### config.mk
export PLATFORM = sky130hd
export DESIGN_NAME = sram_mem_arbiter
export DESIGN_NICKNAME = d
export VERILOG_FILES = /design/src/rtl/sram_mem_arbiter.sv
export SDC_FILE = /design/constraint.sdc
export NUM_CORES = 1
export LEC_CHECK = 0
export CELL_PAD_IN_SITES_DETAIL_PLACEMENT = 2
export CELL_PAD_IN_SITES_GLOBAL_PLACEMENT = 2
export CORE_ASPECT_RATIO = 0.9
export CORE_MARGIN = 4
export CORE_UTILIZATION = 26
export DETAILED_ROUTE_END_ITERATION = 8
export PLACE_DENSITY_LB_ADDON = 0.1
export SLEW_MARGIN = 20
export SYNTH_ARGS = -nofsm -noshare
export SYNTH_HDL_FRONTEND = slang
export SYNTH_SLANG_ARGS = --single-unit
### constraint.sdc
create_clock -name clk -period 6.1 [get_ports clk]
set_input_delay 1.22 -clock clk [delete_from_list [all_inputs] [get_ports clk]]
set_output_delay 1.22 -clock clk [all_outputs]
set_load 0.05 [all_outputs]
### src/rtl/sram_mem_arbiter.sv
// Fixed-priority arbiter serialising the core's fetch and data ports onto one
// 32-bit asynchronous SRAM (two 16-bit chips with per-byte enables).
// All SRAM pins and ready pulses come straight from flops. They are computed
// from the next state, so each pin changes on the same edge as its state.
//
// state    | meaning
// ---------+---------------------------------------------------------------
// IDLE     | no access; arbitrate data_write > data_read > inst_read
// RD       | ce/oe asserted for RD_WAIT cycles, data sampled on last edge
// WR_SETUP | address/data/byte enables driven, we_n still high
// WR_PULSE | we_n low for WR_WAIT cycles
// WR_HOLD  | we_n released, data still driven for hold time
// DONE     | ready pulse to the granted port, SRAM idle
module sram_mem_arbiter #(
  parameter int ADDR_WIDTH = 18,
  parameter int RD_WAIT    = 2,
  parameter int WR_WAIT    = 2
) (
  input  logic                  clk,
  input  logic                  rst,
  input  logic [31:0]           inst_addr,
  input  logic                  inst_read,
  output logic [31:0]           inst,
  output logic                  inst_ready,
  input  logic [31:0]           data_addr,
  input  logic [31:0]           data_wdata,
  output logic [31:0]           data_rdata,
  input  logic                  data_read,
  input  logic                  data_write,
  input  logic [3:0]            bwe,
  output logic                  data_ready,
  output logic [ADDR_WIDTH-1:0] sram_addr,
  output logic [31:0]           sram_dq_o,
  output logic                  sram_dq_oe,
  input  logic [31:0]           sram_dq_i,
  output logic                  sram_ce_n,
  output logic                  sram_oe_n,
  output logic                  sram_we_n,
  output logic [3:0]            sram_be_n
);

  localparam int MAX_WAIT = (RD_WAIT > WR_WAIT) ? RD_WAIT : WR_WAIT;
  localparam int CW       = $clog2(MAX_WAIT + 1);
  localparam logic [CW-1:0] RD_LOAD = CW'(RD_WAIT - 1);
  localparam logic [CW-1:0] WR_LOAD = CW'(WR_WAIT - 1);
  localparam logic [CW-1:0] CNT_ONE = CW'(1);

  typedef enum logic [2:0] {
    IDLE     = 3'd0,
    RD       = 3'd1,
    WR_SETUP = 3'd2,
    WR_PULSE = 3'd3,
    WR_HOLD  = 3'd4,
    DONE     = 3'd5
  } state_t;

  state_t                  state, state_nxt;
  logic [CW-1:0]           cnt, cnt_nxt;
  logic                    port_data, port_data_nxt;  // 1: data port granted, 0: fetch
  logic [3:0]              bwe_q, bwe_nxt;
  logic [ADDR_WIDTH-1:0]   addr_nxt;
  logic [31:0]             wdata_nxt;
  logic                    capture;

  logic                    ce_n_nxt, oe_n_nxt, we_n_nxt, dq_oe_nxt;
  logic [3:0]              be_n_nxt;
  logic                    inst_ready_nxt, data_ready_nxt;

  // Only the word-address slice of each byte address reaches the SRAM.
  logic unused_addr_bits;
  assign unused_addr_bits = ^{inst_addr[31:ADDR_WIDTH+2], inst_addr[1:0],
                              data_addr[31:ADDR_WIDTH+2], data_addr[1:0]};

  // State register.
  always_ff @(posedge clk or posedge rst) begin
    if (rst) state <= IDLE;
    else     state <= state_nxt;
  end

  // Next-state, arbitration, wait counter and grant latching.
  always_comb begin
    state_nxt     = state;
    cnt_nxt       = cnt;
    port_data_nxt = port_data;
    addr_nxt      = sram_addr;
    wdata_nxt     = sram_dq_o;
    bwe_nxt       = bwe_q;
    capture       = 1'b0;
    unique case (state)
      IDLE: begin
        if (data_write) begin
          // A simultaneous data_read is dropped: the store alone answers the port.
          state_nxt     = WR_SETUP;
          cnt_nxt       = '0;
          port_data_nxt = 1'b1;
          addr_nxt      = data_addr[ADDR_WIDTH+1:2];
          wdata_nxt     = data_wdata;
          bwe_nxt       = bwe;
        end else if (data_read) begin
          state_nxt     = RD;
          cnt_nxt       = RD_LOAD;
          port_data_nxt = 1'b1;
          addr_nxt      = data_addr[ADDR_WIDTH+1:2];
          wdata_nxt     = data_wdata;
          bwe_nxt       = bwe;
        end else if (inst_read) begin
          state_nxt     = RD;
          cnt_nxt       = RD_LOAD;
          port_data_nxt = 1'b0;
          addr_nxt      = inst_addr[ADDR_WIDTH+1:2];
          wdata_nxt     = data_wdata;
          bwe_nxt       = bwe;
        end
      end
      RD: begin
        if (cnt == '0) begin
          capture   = 1'b1;
          state_nxt = DONE;
          cnt_nxt   = '0;
        end else begin
          cnt_nxt = cnt - CNT_ONE;
        end
      end
      WR_SETUP: begin
        state_nxt = WR_PULSE;
        cnt_nxt   = WR_LOAD;
      end
      WR_PULSE: begin
        if (cnt == '0) begin
          state_nxt = WR_HOLD;
          cnt_nxt   = '0;
        end else begin
          cnt_nxt = cnt - CNT_ONE;
        end
      end
      WR_HOLD: begin
        state_nxt = DONE;
        cnt_nxt   = '0;
      end
      DONE: begin
        state_nxt = IDLE;
        cnt_nxt   = '0;
      end
      default: begin
        state_nxt = IDLE;
        cnt_nxt   = '0;
      end
    endcase
  end

  // Pin values for the state being entered, so the output flops line up with it.
  always_comb begin
    ce_n_nxt       = 1'b1;
    oe_n_nxt       = 1'b1;
    we_n_nxt       = 1'b1;
    dq_oe_nxt      = 1'b0;
    be_n_nxt       = 4'hF;
    inst_ready_nxt = 1'b0;
    data_ready_nxt = 1'b0;
    unique case (state_nxt)
      RD: begin
        ce_n_nxt = 1'b0;
        oe_n_nxt = 1'b0;
        be_n_nxt = 4'h0;
      end
      WR_SETUP, WR_HOLD: begin
        ce_n_nxt  = 1'b0;
        dq_oe_nxt = 1'b1;
        be_n_nxt  = ~bwe_nxt;
      end
      WR_PULSE: begin
        ce_n_nxt  = 1'b0;
        we_n_nxt  = 1'b0;
        dq_oe_nxt = 1'b1;
        be_n_nxt  = ~bwe_nxt;
      end
      DONE: begin
        inst_ready_nxt = ~port_data_nxt;
        data_ready_nxt = port_data_nxt;
      end
      default: ;
    endcase
  end

  // Registered datapath, SRAM pins and ready pulses; reset forces the SRAM idle at once.
  always_ff @(posedge clk or posedge rst) begin
    if (rst) begin
      cnt        <= '0;
      port_data  <= 1'b0;
      bwe_q      <= 4'h0;
      sram_addr  <= '0;
      sram_dq_o  <= '0;
      sram_dq_oe <= 1'b0;
      sram_ce_n  <= 1'b1;
      sram_oe_n  <= 1'b1;
      sram_we_n  <= 1'b1;
      sram_be_n  <= 4'hF;
      inst_ready <= 1'b0;
      data_ready <= 1'b0;
      inst       <= '0;
      data_rdata <= '0;
    end else begin
      cnt        <= cnt_nxt;
      port_data  <= port_data_nxt;
      bwe_q      <= bwe_nxt;
      sram_addr  <= addr_nxt;
      sram_dq_o  <= wdata_nxt;
      sram_dq_oe <= dq_oe_nxt;
      sram_ce_n  <= ce_n_nxt;
      sram_oe_n  <= oe_n_nxt;
      sram_we_n  <= we_n_nxt;
      sram_be_n  <= be_n_nxt;
      inst_ready <= inst_ready_nxt;
      data_ready <= data_ready_nxt;
      if (capture) begin
        if (port_data) data_rdata <= sram_dq_i;
        else           inst       <= sram_dq_i;
      end
    end
  end

endmodule

==> results of run 1 <==
-- worst max-delay path by stage --
stage                        startpoint                         to  slack (ns)
detailed placement           data_write  sram_dq_o[31]$_DFFE_PP0P_        2.79
CTS                 sram_we_n$_DFF_PP1_                  sram_we_n        3.08
floorplan                           rst         bwe_q[0]$_DFF_PP0_        1.31
global placement             data_write  sram_dq_o[31]$_DFFE_PP0P_        2.84
global route        sram_we_n$_DFF_PP1_                  sram_we_n        3.06
finish              sram_we_n$_DFF_PP1_                  sram_we_n        3.11
-- registers in the layout, indices dropped and copies added, names as in the netlist, 2 cells and up --
name	count
data_rdata	32
inst	32
sram_dq_o	32
sram_addr	18
bwe_q	4
sram_be_n	4
state	3
cnt	2
-- routing by layer --
metal	GRT usage, %	routed length, um	vias to the layer above
li1	-	-	1779
met2	24.3	8250	141
met5	0	0	-
met3	6.34	1340	12
met1	17.5	6990	2052
met4	3.84	185	0
-- cell families after synthesis --
kind of cell           synth area share (%)
buffers and inverters                  3.49
AO/OA/AOI/OAI                          6.16
flip-flops                             61.2
AND/OR/NAND/NOR                        4.01
multiplexers                           25.1
-- Yosys cell counts, types with 4 or more instances --
cell	number
nor2_1	4
and3_1	4
a21oi_1	39
o21ai_0	4
dfstp_2	7
inv_1	5
buf_6	10
or2_2	4
mux2_4	31
nor3_1	4
mux2_2	64
nand2_1	4
buf_2	6
mux2i_1	18
o31ai_1	5
a21boi_0	4
clkbuf_1	7
dfrtp_1	127
-- layout make-up --
cell class	instances	area, um^2
sequential	134	3360
multi-input combinational	207	1940
clock inverter	14	175
inverter	5	26.3
clock buffer	17	425
tap	286	358
fill	2074	12100
timing repair buffer	238	2370
-- power groups by stage --
stage / sequential [uW] / combinational [uW] / clock (uW)
2_1_floorplan: 3040 / 967 / 0
3_3_place_gp: 1610 / 3490 / 0
3_5_place_dp: 1640 / 3530 / 0
4_1_cts: 1630 / 3550 / 1090
5_1_grt: 1690 / 3660 / 1140
6_report: 1620 / 3490 / 1060
-- through the flow --
| stage | cell area, um^2 | total power, uW | utilization (%) | worst slack, ns |
|---|---|---|---|---|
| 6_report | 8650 | 6170 | 41.7 | 3.11 |
| 5_1_grt | 8650 | 6490 | 41.7 | 3.06 |
| 4_1_cts | 8650 | 6270 | 41.7 | 3.08 |
| 3_5_place_dp | 8050 | 5170 | 38.8 | 2.79 |
| 3_3_place_gp | 8050 | 5090 | 38.8 | 2.84 |
| 2_1_floorplan | 5490 | 4000 | - | 1.31 |
==> results.md, run 1 <==
* Clock network power share at 17.1%
* Internal power at ~3300 uW
* Tightest Hold Check Type: flop to flop
* Mapped cell area at 5490 um^2
* RSZ-0062 raised after global routing: false
* Critical Path Max Stage Delay at about 0.84 ns
* CP Depth at 1
* Sequential Power Share at between 20% and 30%
* Worst-skew pair later-pin latency at slightly above 0.4 ns
* I/O Pins at 261
* Crit-path max FO at 1
* Clk buf depth at 2
* CP required at roughly 4.9 ns
* CP Buf/Inv Count at 1
* Clk pin slew, worst setup/hold paths at 0.06 ns
* Core area at between 20000 and 25000 um^2
* Post-synth ARST share at between 90% and 100%
* R2R Setup Slk at ~4.0 ns
* Placed insts at 870
* Row Count at 50
* First-pass GRT wire length at between 20 and 30 mm
* Capturing point of the worst reg2reg path: sram_dq_o[31]$_DFFE_PP0P_
* Sw Ratio at 45.9%
* DP HPWL at 11.9 mm
* Crit path max-delay family: buffers and inverters
* Max IR drop VDD at 0.216 mV
* GRT overflow at 0
* Gate power share at a little under three fifths
* Cts bufs inserted at 17
* Syn avg cell area at ~15 um^2
* Worst rel slew slack at between 40% and 50%
* DRT iter0 DRCs at 113
* Post-layout min period at between 2 and 3 ns
* Share of cells above drive strength 1 at between 20 and 25%
* Most common cell after layout, fill and taps aside: clkdlybuf4s50_1
* Skew final at between 0.008 and 0.009 ns
* Critical path class: flop to output pin
* CTS Hold Bufs at 0
* Vias in the first global route at ~4.6k
* Final period util at 49.0%
* Syn nets at slightly above 500
* Initial Util at about a quarter
* Die span in x at 161 um
* CP Launch Type: flop
* Status: completed
* Yosys cell types at 37
* DIE HEIGHT at 146 um
* Overall Global Routing Usage at about 15%
* Layout overhead on the synthesized area at 57.7%
* First-pass detailed-route iteration total at 4
* P per Cell Area at about 710 nW/um^2
* Non-Filler Instances at 901
* Worst hold slack at roughly 0.49 ns
* Most frequent cells in the layout: 232 x clkdlybuf4s50_1, 127 x dfrtp_1, 64 x mux2_2
* Yosys top cell by area: dfrtp_1
* Post-synth top area share at 57.9%
* Final Setup Violations at 0
* Drt total wl at about 17 mm
* Hold Path End: inst[23]$_DFFE_PP0P_
* Switch Pwr at between 2000 and 3000 uW
* Hold wc startpoint: inst[23]$_DFFE_PP0P_
* CTS tree: done
* MaxCap Viol Count at 0
* Synth warnings at 0
* Post-route ant nets at 0
* Static leakage at between 0.003 and 0.004 uW
* Post-CTS Resized at 0
* Post-CTS setup buffers at 0
* H-tree levels at 4
* Post-synth EDFFs at 0
* Vias at around 4k
* Pin count of the biggest net entering global routing at 106
* Hold Crit Depth at 1
* Worst EP arrival at approximately 1.8 ns
* Final slew viol count at 0
* Setup TNS at 0 ns
* Clk root buf: clkbuf_16
* Yosys reg bits at between 100 and 150
* Number of antenna violations at the first check in global routing at 0
* N_diodes at 0
* Synth area leaders: dfrtp_1 58%, mux2_2 13%, mux2_4 8.5%
* Slowest stage cell, crit path: clkdlybuf4s50_1
* Post-synth top flop: dfrtp_1
* DRC violation count after routing at 0
* Die area at around 24000 um^2
* R2r startpoint: state[1]$_DFF_PP0_
* Routed len/inst at about 19 um
* Layout Nets at 740
* Vias per Instance at ~4.4
* Final hold violations at 0
* R2r worst-path depth at 3
* Syn Inst Count at 370
* F_max at 335 MHz
* Crit path capture type: output pin
* Post-synthesis sequential area ratio at between 60% and 70%
* GP Congestion at 0.690
* Worst path cell trace: clkdlybuf4s50_1
* Clk sinks at 134
* Worst Max-Slew Pin Slew at 0.846 ns
* PortBufs at 232
No activity file was read; power rests on OpenSTA's default activity.
==> run 2: changes to the inputs <==
==> constraint.sdc (replaced) <==
create_clock -name clk -period 2.8 [get_ports clk]
set_input_delay 0.56 -clock clk [delete_from_list [all_inputs] [get_ports clk]]
set_output_delay 0.56 -clock clk [all_outputs]
set_load 0.05 [all_outputs]
==> run 2 against run 1 <==
  * Sequential share of layout area fell by 0.22 points
  * Via count fell by 1.0%
  * Total power rose by 120%
  * Global-route usage fell by 0.30 points
  * Count of clock-buffer cells in the layout rose by 2
  * Sequential power rose by 120%
  * Non-clock buffer count rose by 4
  * Sequential cell count did not move
  * Die area did not move
==> results.md, run 2 (same netlist as run 1, synthesis figures left out) <==
* Vias at 3943 (-1.0%)
* Share of cells above drive strength 1 at 24.8% (+0.61 points)
* GRT overflow at 0 (unchanged)
* Layout overhead on the synthesized area at 58.6%
* CP required at 2.24 ns (-2.64 ns)
* Clk pin slew, worst setup/hold paths at 0.06 ns (about the same)
* DRC violation count after routing at 0 (unchanged)
* Status: completed
* Post-CTS Resized at 0 (unchanged)
* Slowest stage cell, crit path: clkdlybuf4s50_1
* Clk buf depth at 2 (unchanged)
* Crit-path max FO at 1 (unchanged)
* Number of antenna violations at the first check in global routing at 0 (unchanged)
* MaxCap Viol Count at 0 (unchanged)
* N_diodes at 0 (unchanged)
* CP Buf/Inv Count at 1 (unchanged)
* Most frequent cells in the layout: 232 x clkdlybuf4s50_1, 127 x dfrtp_1, 64 x mux2_2
* First-pass detailed-route iteration total at 2 (-2)
* Vias per Instance at 4.35 (-1.6%)
* First-pass GRT wire length at 26.5 mm (-1.2%)
* Worst Max-Slew Pin Slew at 0.847 ns (+0.000316 ns)
* Max IR drop VDD at 0.517 mV (+140%)
* Overall Global Routing Usage at 14.3% (-0.30 points)
* Placed insts at 874 (+0.46%)
* Crit path max-delay family: buffers and inverters
* P per Cell Area at 1540 nW/um^2 (+120%)
* Routed len/inst at 18.1 um (-3.0%)
* Worst rel slew slack at 43.6% (about the same)
* Worst path cell trace: clkdlybuf4s50_1
* PortBufs at 232 (unchanged)
* Critical path class: flop to output pin
* Clk root buf: clkbuf_16
* CTS tree: done
* Crit path capture type: output pin
* Gate power share at 56.9% (+0.3 points)
* Worst-skew pair later-pin latency at 0.42 ns (about the same)
* Initial Util at 26.4% (unchanged)
* Final slew viol count at 0 (unchanged)
* CP Launch Type: flop
* Met3 Use GR at 5.86% (-0.48 points)
* Clock network power share at 16.8% (-0.3 points)
* DRT iter0 DRCs at 82 (-27%)
* Critical Path Max Stage Delay at 0.85 ns (about the same)
* Core area at 20800 um^2 (unchanged)
* Tightest Hold Check Type: input pin to asynchronous set/reset pin
* Cts bufs inserted at 17 (unchanged)
* Gr busiest metal: met2
* Clk sinks at 134 (unchanged)
* Biggest registers after layout: data_rdata: 32 flops, inst: 32 flops, sram_dq_o: 32 flops
* Worst EP arrival at 1.78 ns (about the same)
* F_max at around 430 MHz
* Final Setup Violations at 0 (unchanged)
* Most common cell after layout, fill and taps aside: clkdlybuf4s50_1
* Die span in x at 161 um (unchanged)
* Sw Ratio at 46.0% (about the same)
* GP Congestion at 0.672 (-2.6%)
* GR Util met2 at 22.5% (-1.8 points)
* RSZ-0062 raised after global routing: false
* Post-route ant nets at 0 (unchanged)
* Met1 Use GR at 18.0% (+0.56 points)
* Setup slack at placement at 0.224 ns (-2.57 ns)
* Fin worst setup slack at 0.457 ns (-2.65 ns)
* Fill count at 2060 (-0.68%)
* Die area at 23500 um^2 (unchanged)
* Setup TNS at 0 ns (unchanged)
* Post-CTS setup buffers at 0 (unchanged)
* Drt total wl at 16.4 mm (-2.5%)
* DP HPWL at 11.8 mm (-0.76%)
* Skew final at 0.00750 ns (-0.00111 ns)
* Vias in the first global route at 4595 (-0.93%)
* H-tree levels at 4 (unchanged)
* Switch Pwr at 6170 uW (+120%)
* CTS Hold Bufs at 0 (unchanged)
* Row Count at 50 (unchanged)
* Pin count of the biggest net entering global routing at 60 (-43%)
* Final hold violations at 0 (unchanged)
* Sequential Power Share at 26.2% (about the same)
* Static leakage at 0.00357 uW (+0.45%)
* I/O Pins at 261 (unchanged)
* Internal power at 7250 uW (+120%)
* Post-layout min period at ~2.3 ns
* Final period util at between 80% and 90%
* Layout Nets at 744 (+0.54%)
* DIE HEIGHT at 146 um (unchanged)
* Util after Layout at 41.9% (+0.24 points)
* Non-Filler Instances at 906 (+0.55%)
-- run 2: cell types whose count changed in the layout (fill, tap and decap cells not counted), moves of 2 or more --
cell / change
buf_12: +2
buf_4: +2
clkbuf_8: +2
clkinv_4: -2
clkinvlp_4: +3
-- run 2: worst paths after layout --
check                                     start                         to  depth (start not counted)  slack [ns]
min in group clk           inst[23]$_DFFE_PP0P_       inst[23]$_DFFE_PP0P_                          1        0.49
setup reg to reg             state[0]$_DFF_PP0_        inst[8]$_DFFE_PP0P_                          4        0.64
setup / recovery            sram_oe_n$_DFF_PP1_                  sram_oe_n                          1        0.46
max in group asynchronous                   rst        sram_ce_n$_DFF_PP1_                          3        1.73
hold reg to reg            inst[23]$_DFFE_PP0P_       inst[23]$_DFFE_PP0P_                          1        0.49
hold / removal                              rst  sram_dq_o[24]$_DFFE_PP0P_                          2        0.43
-- run 2: metal layers --
metal / part of all wire (%) / vias up / wire, um
li1: - / 1797 / -
met4: 1.1 / 0 / 187
met1: 44 / 1986 / 7170
met5: 0 / - / 0
met2: 48 / 143 / 7790
met3: 7.4 / 17 / 1210
-- run 2: per-stage QoR --
stage,hold WS (ns),total power [uW],area (um^2)
global placement,0.478,11100,8110
detailed placement,0.487,11300,8110
finish,0.429,13400,8700
global route,0.414,14100,8700
floorplan,0.516,8720,5490
CTS,0.409,13700,8700
-- run 2: power groups by stage --
| stage | registers (uW) | logic (uW) | clock network [uW] |
|---|---|---|---|
| floorplan | 6610 | 2110 | 0 |
| global placement | 3490 | 7640 | 0 |
| detailed placement | 3560 | 7740 | 0 |
| CTS | 3540 | 7760 | 2350 |
| global route | 3670 | 8020 | 2450 |
| finish | 3520 | 7630 | 2260 |
-- run 2: area by class of cell --
cell class	instances	area, um^2	share of cell area, %
sequential	134	3360	38.6
clock buffer	19	453	5.20
timing repair buffer	242	2420	27.8
multi-input combinational	207	1940	22.3
clock inverter	13	146	1.68
inverter	5	22.5	0.259
tap	286	358	4.11
==> run 3: changes to the inputs <==
--- a/config.mk
+++ b/config.mk
@@ -9,7 +9,7 @@
 export CELL_PAD_IN_SITES_GLOBAL_PLACEMENT = 2
 export CORE_ASPECT_RATIO = 0.9
 export CORE_MARGIN = 4
-export CORE_UTILIZATION = 26
+export CORE_UTILIZATION = 23
 export DETAILED_ROUTE_END_ITERATION = 8
 export PLACE_DENSITY_LB_ADDON = 0.1
 export SLEW_MARGIN = 20
==> constraint.sdc (replaced) <==
create_clock -name clk -period 2.05 [get_ports clk]
set_input_delay 0.41 -clock clk [delete_from_list [all_inputs] [get_ports clk]]
set_output_delay 0.41 -clock clk [all_outputs]
set_load 0.05 [all_outputs]
==> run 3 against run 2 <==
  * Sequential cell count unchanged
  * Critical path type unchanged
  * Largest cell class unchanged
  * Via count up 0.79%
  * Highest routed layer unchanged
  * Non-clock buffer count increased by 8
  * Count of clock-buffer cells in the layout is 1 lower
  * First-iteration DRC count is the same
==> results.md, run 3 (same netlist as run 1, synthesis figures left out) <==
* Final Setup Violations at 0 (unchanged)
* Most common cell after layout, fill and taps aside: clkdlybuf4s50_1
* Critical path class: flop to output pin
* DP HPWL at 12.5 mm (+6.2%)
* Vias in the first global route at 4664 (+1.5%)
* Post-CTS setup buffers at 0 (unchanged)
* CP required at 1.64 ns (-0.60 ns)
* First-pass GRT wire length at 26.6 mm (about the same)
* Crit path max-delay family: buffers and inverters
* CTS tree: done
* Fin worst setup slack at 0.0419 ns (-0.415 ns)
* Max IR drop VDD at 0.772 mV (+49%)
* Vias at 3974 (+0.79%)
* Final hold violations at 0 (unchanged)
* Crit path capture type: output pin
* Critical Path Max Stage Delay at 0.84 ns (about the same)
* Final period util at a little over nine tenths
* Row Count at 53 (+6.0%)
* Static leakage at 0.00411 uW (+15%)
* R2R Setup Slk at 0.14 ns (-0.50 ns)
* Most frequent cells in the layout: 164 x clkdlybuf4s50_1, 127 x dfrtp_1, 64 x mux2_2
* Worst-skew pair later-pin latency at 0.42 ns (about the same)
* H-tree levels at 4 (unchanged)
* GRT overflow at 0 (unchanged)
* Number of antenna violations at the first check in global routing at 0 (unchanged)
* DRC violation count after routing at 0 (unchanged)
* PortBufs at 232 (unchanged)
* Worst hold slack at 0.480 ns (+0.0516 ns)
* Pin count of the biggest net entering global routing at 56 (-6.7%)
* Worst Max-Slew Pin Slew at 0.800 ns (-0.0472 ns)
* Die area at 26400 um^2 (+12%)
* Worst rel slew slack at 46.4% (+2.8 points)
* Tightest Hold Check Type: input pin to asynchronous set/reset pin
* Layout Nets at 752 (+1.1%)
* P per Cell Area at 2050 nW/um^2 (+33%)
* Skew final at 0.0201 ns (+0.0126 ns)
* Share of cells above drive strength 1 at 27.2% (+2.4 points)
* Post-route ant nets at 0 (unchanged)
* R2r worst-path depth at 4 (unchanged)
* Biggest registers after layout: data_rdata: 32 flops, inst: 32 flops, sram_dq_o: 32 flops
* Drt total wl at 17.2 mm (+5.1%)
* Setup slack at placement at -0.228 ns (-0.452 ns)
* Slowest stage cell, crit path: clkdlybuf4s50_1
* First-pass detailed-route iteration total at 6 (+4)
* Clk pin slew, worst setup/hold paths at 0.06 ns (about the same)
* Clk sinks at 134 (unchanged)
* CP Buf/Inv Count at 1 (unchanged)
* Core area at 23400 um^2 (+13%)
* F_max at approximately 500 MHz
* Initial Util at 23.4% (-3.0 points)
* Clk root buf: clkbuf_16
* Worst path cell trace: clkdlybuf4s50_1
* Worst EP arrival at 1.60 ns (-0.18 ns)
* DRT iter0 DRCs at 82 (unchanged)
* CP Launch Type: flop
* Post-layout min period at 2.01 ns
* Cts bufs inserted at 17 (unchanged)
* Fill count at 2350 (+14%)
* Vias per Instance at 4.27 (-1.8%)
* GP Congestion at 0.719 (+7.0%)
* MaxCap Viol Count at 0 (unchanged)
* Clk buf depth at 2 (unchanged)
* N_diodes at 0 (unchanged)
* Routed len/inst at 18.5 um (+2.4%)
* Final slew viol count at 0 (unchanged)
* I/O Pins at 261 (unchanged)
* Die span in x at 171 um (+6.0%)
* R2r startpoint: cnt[1]$_DFFE_PP0P_
* Crit-path max FO at 2 (+1)
* Capturing point of the worst reg2reg path: inst[24]$_DFFE_PP0P_
* Overall Global Routing Usage at 12.9% (-1.4 points)
* Status: completed
* DIE HEIGHT at 155 um (+6.0%)
* Layout overhead on the synthesized area at 62.0%
run 3: stage by stage:
step | power [uW] | instances | utilization (%) | setup TNS, ns | instance area, um^2
floorplan | 11900 | 370 | - | -2.47 | 5490
global placement | 15300 | 898 | 35.0 | -4.42 | 8190
detailed placement | 15600 | 898 | 35.0 | -6.46 | 8190
CTS | 18700 | 930 | 37.4 | 0 | 8760
global route | 19200 | 930 | 38.0 | -0.00750 | 8890
finish | 18300 | 930 | 38.0 | 0 | 8890
run 3: what timing repair did:
action | in CTS | in global routing
hold endpoints to repair | 0 | 0
hold buffers | 0 | 0
gates cloned | 0 | 0
gates resized for setup | 5 | 53
setup endpoints to repair | 5 | 53
run 3: worst max path at each step:
| stage | start | end | cells after the start |
|---|---|---|---|
| final | data_rdata[20]$_DFFE_PP0P_ | data_rdata[20] | 1 |
| after global routing | state[0]$_DFF_PP0_ | sram_addr[9]$_DFFE_PP0P_ | 4 |
| after detailed placement | data_write | sram_addr[12]$_DFFE_PP0P_ | 5 |
| after floorplan | rst | bwe_q[0]$_DFF_PP0_ | 1 |
| after global placement | data_write | sram_addr[8]$_DFFE_PP0P_ | 5 |
| after CTS | data_rdata[8]$_DFFE_PP0P_ | data_rdata[8] | 1 |
run 3: layout make-up:
class	instances	area, um^2	area share [%]
flip-flops and latches	134	3360	37.8
repair buffers	250	2610	29.3
multi-input cells	207	1940	21.8
clock buffers	18	429	4.83
well taps	302	378	4.25
clock inverters	14	151	1.70
inverters	5	22.5	0.253
run 3: power by group:
| group | leakage, uW | internal (uW) | switching, uW |
|---|---|---|---|
| clock | 0.000281 | 1800 | 1220 |
| sequential | 0.00156 | 4030 | 665 |
| combinational | 0.00227 | 3980 | 6570 |
run 3: per-layer routing:
layer | vias up | wire length [um] | GRT usage (%)
li1 | 1809 | - | -
met1 | 2025 | 7330 | 15.7
met2 | 130 | 8510 | 21.7
met3 | 10 | 1240 | 4.86
met4 | 0 | 125 | 3.06
met5 | - | 0 | 0
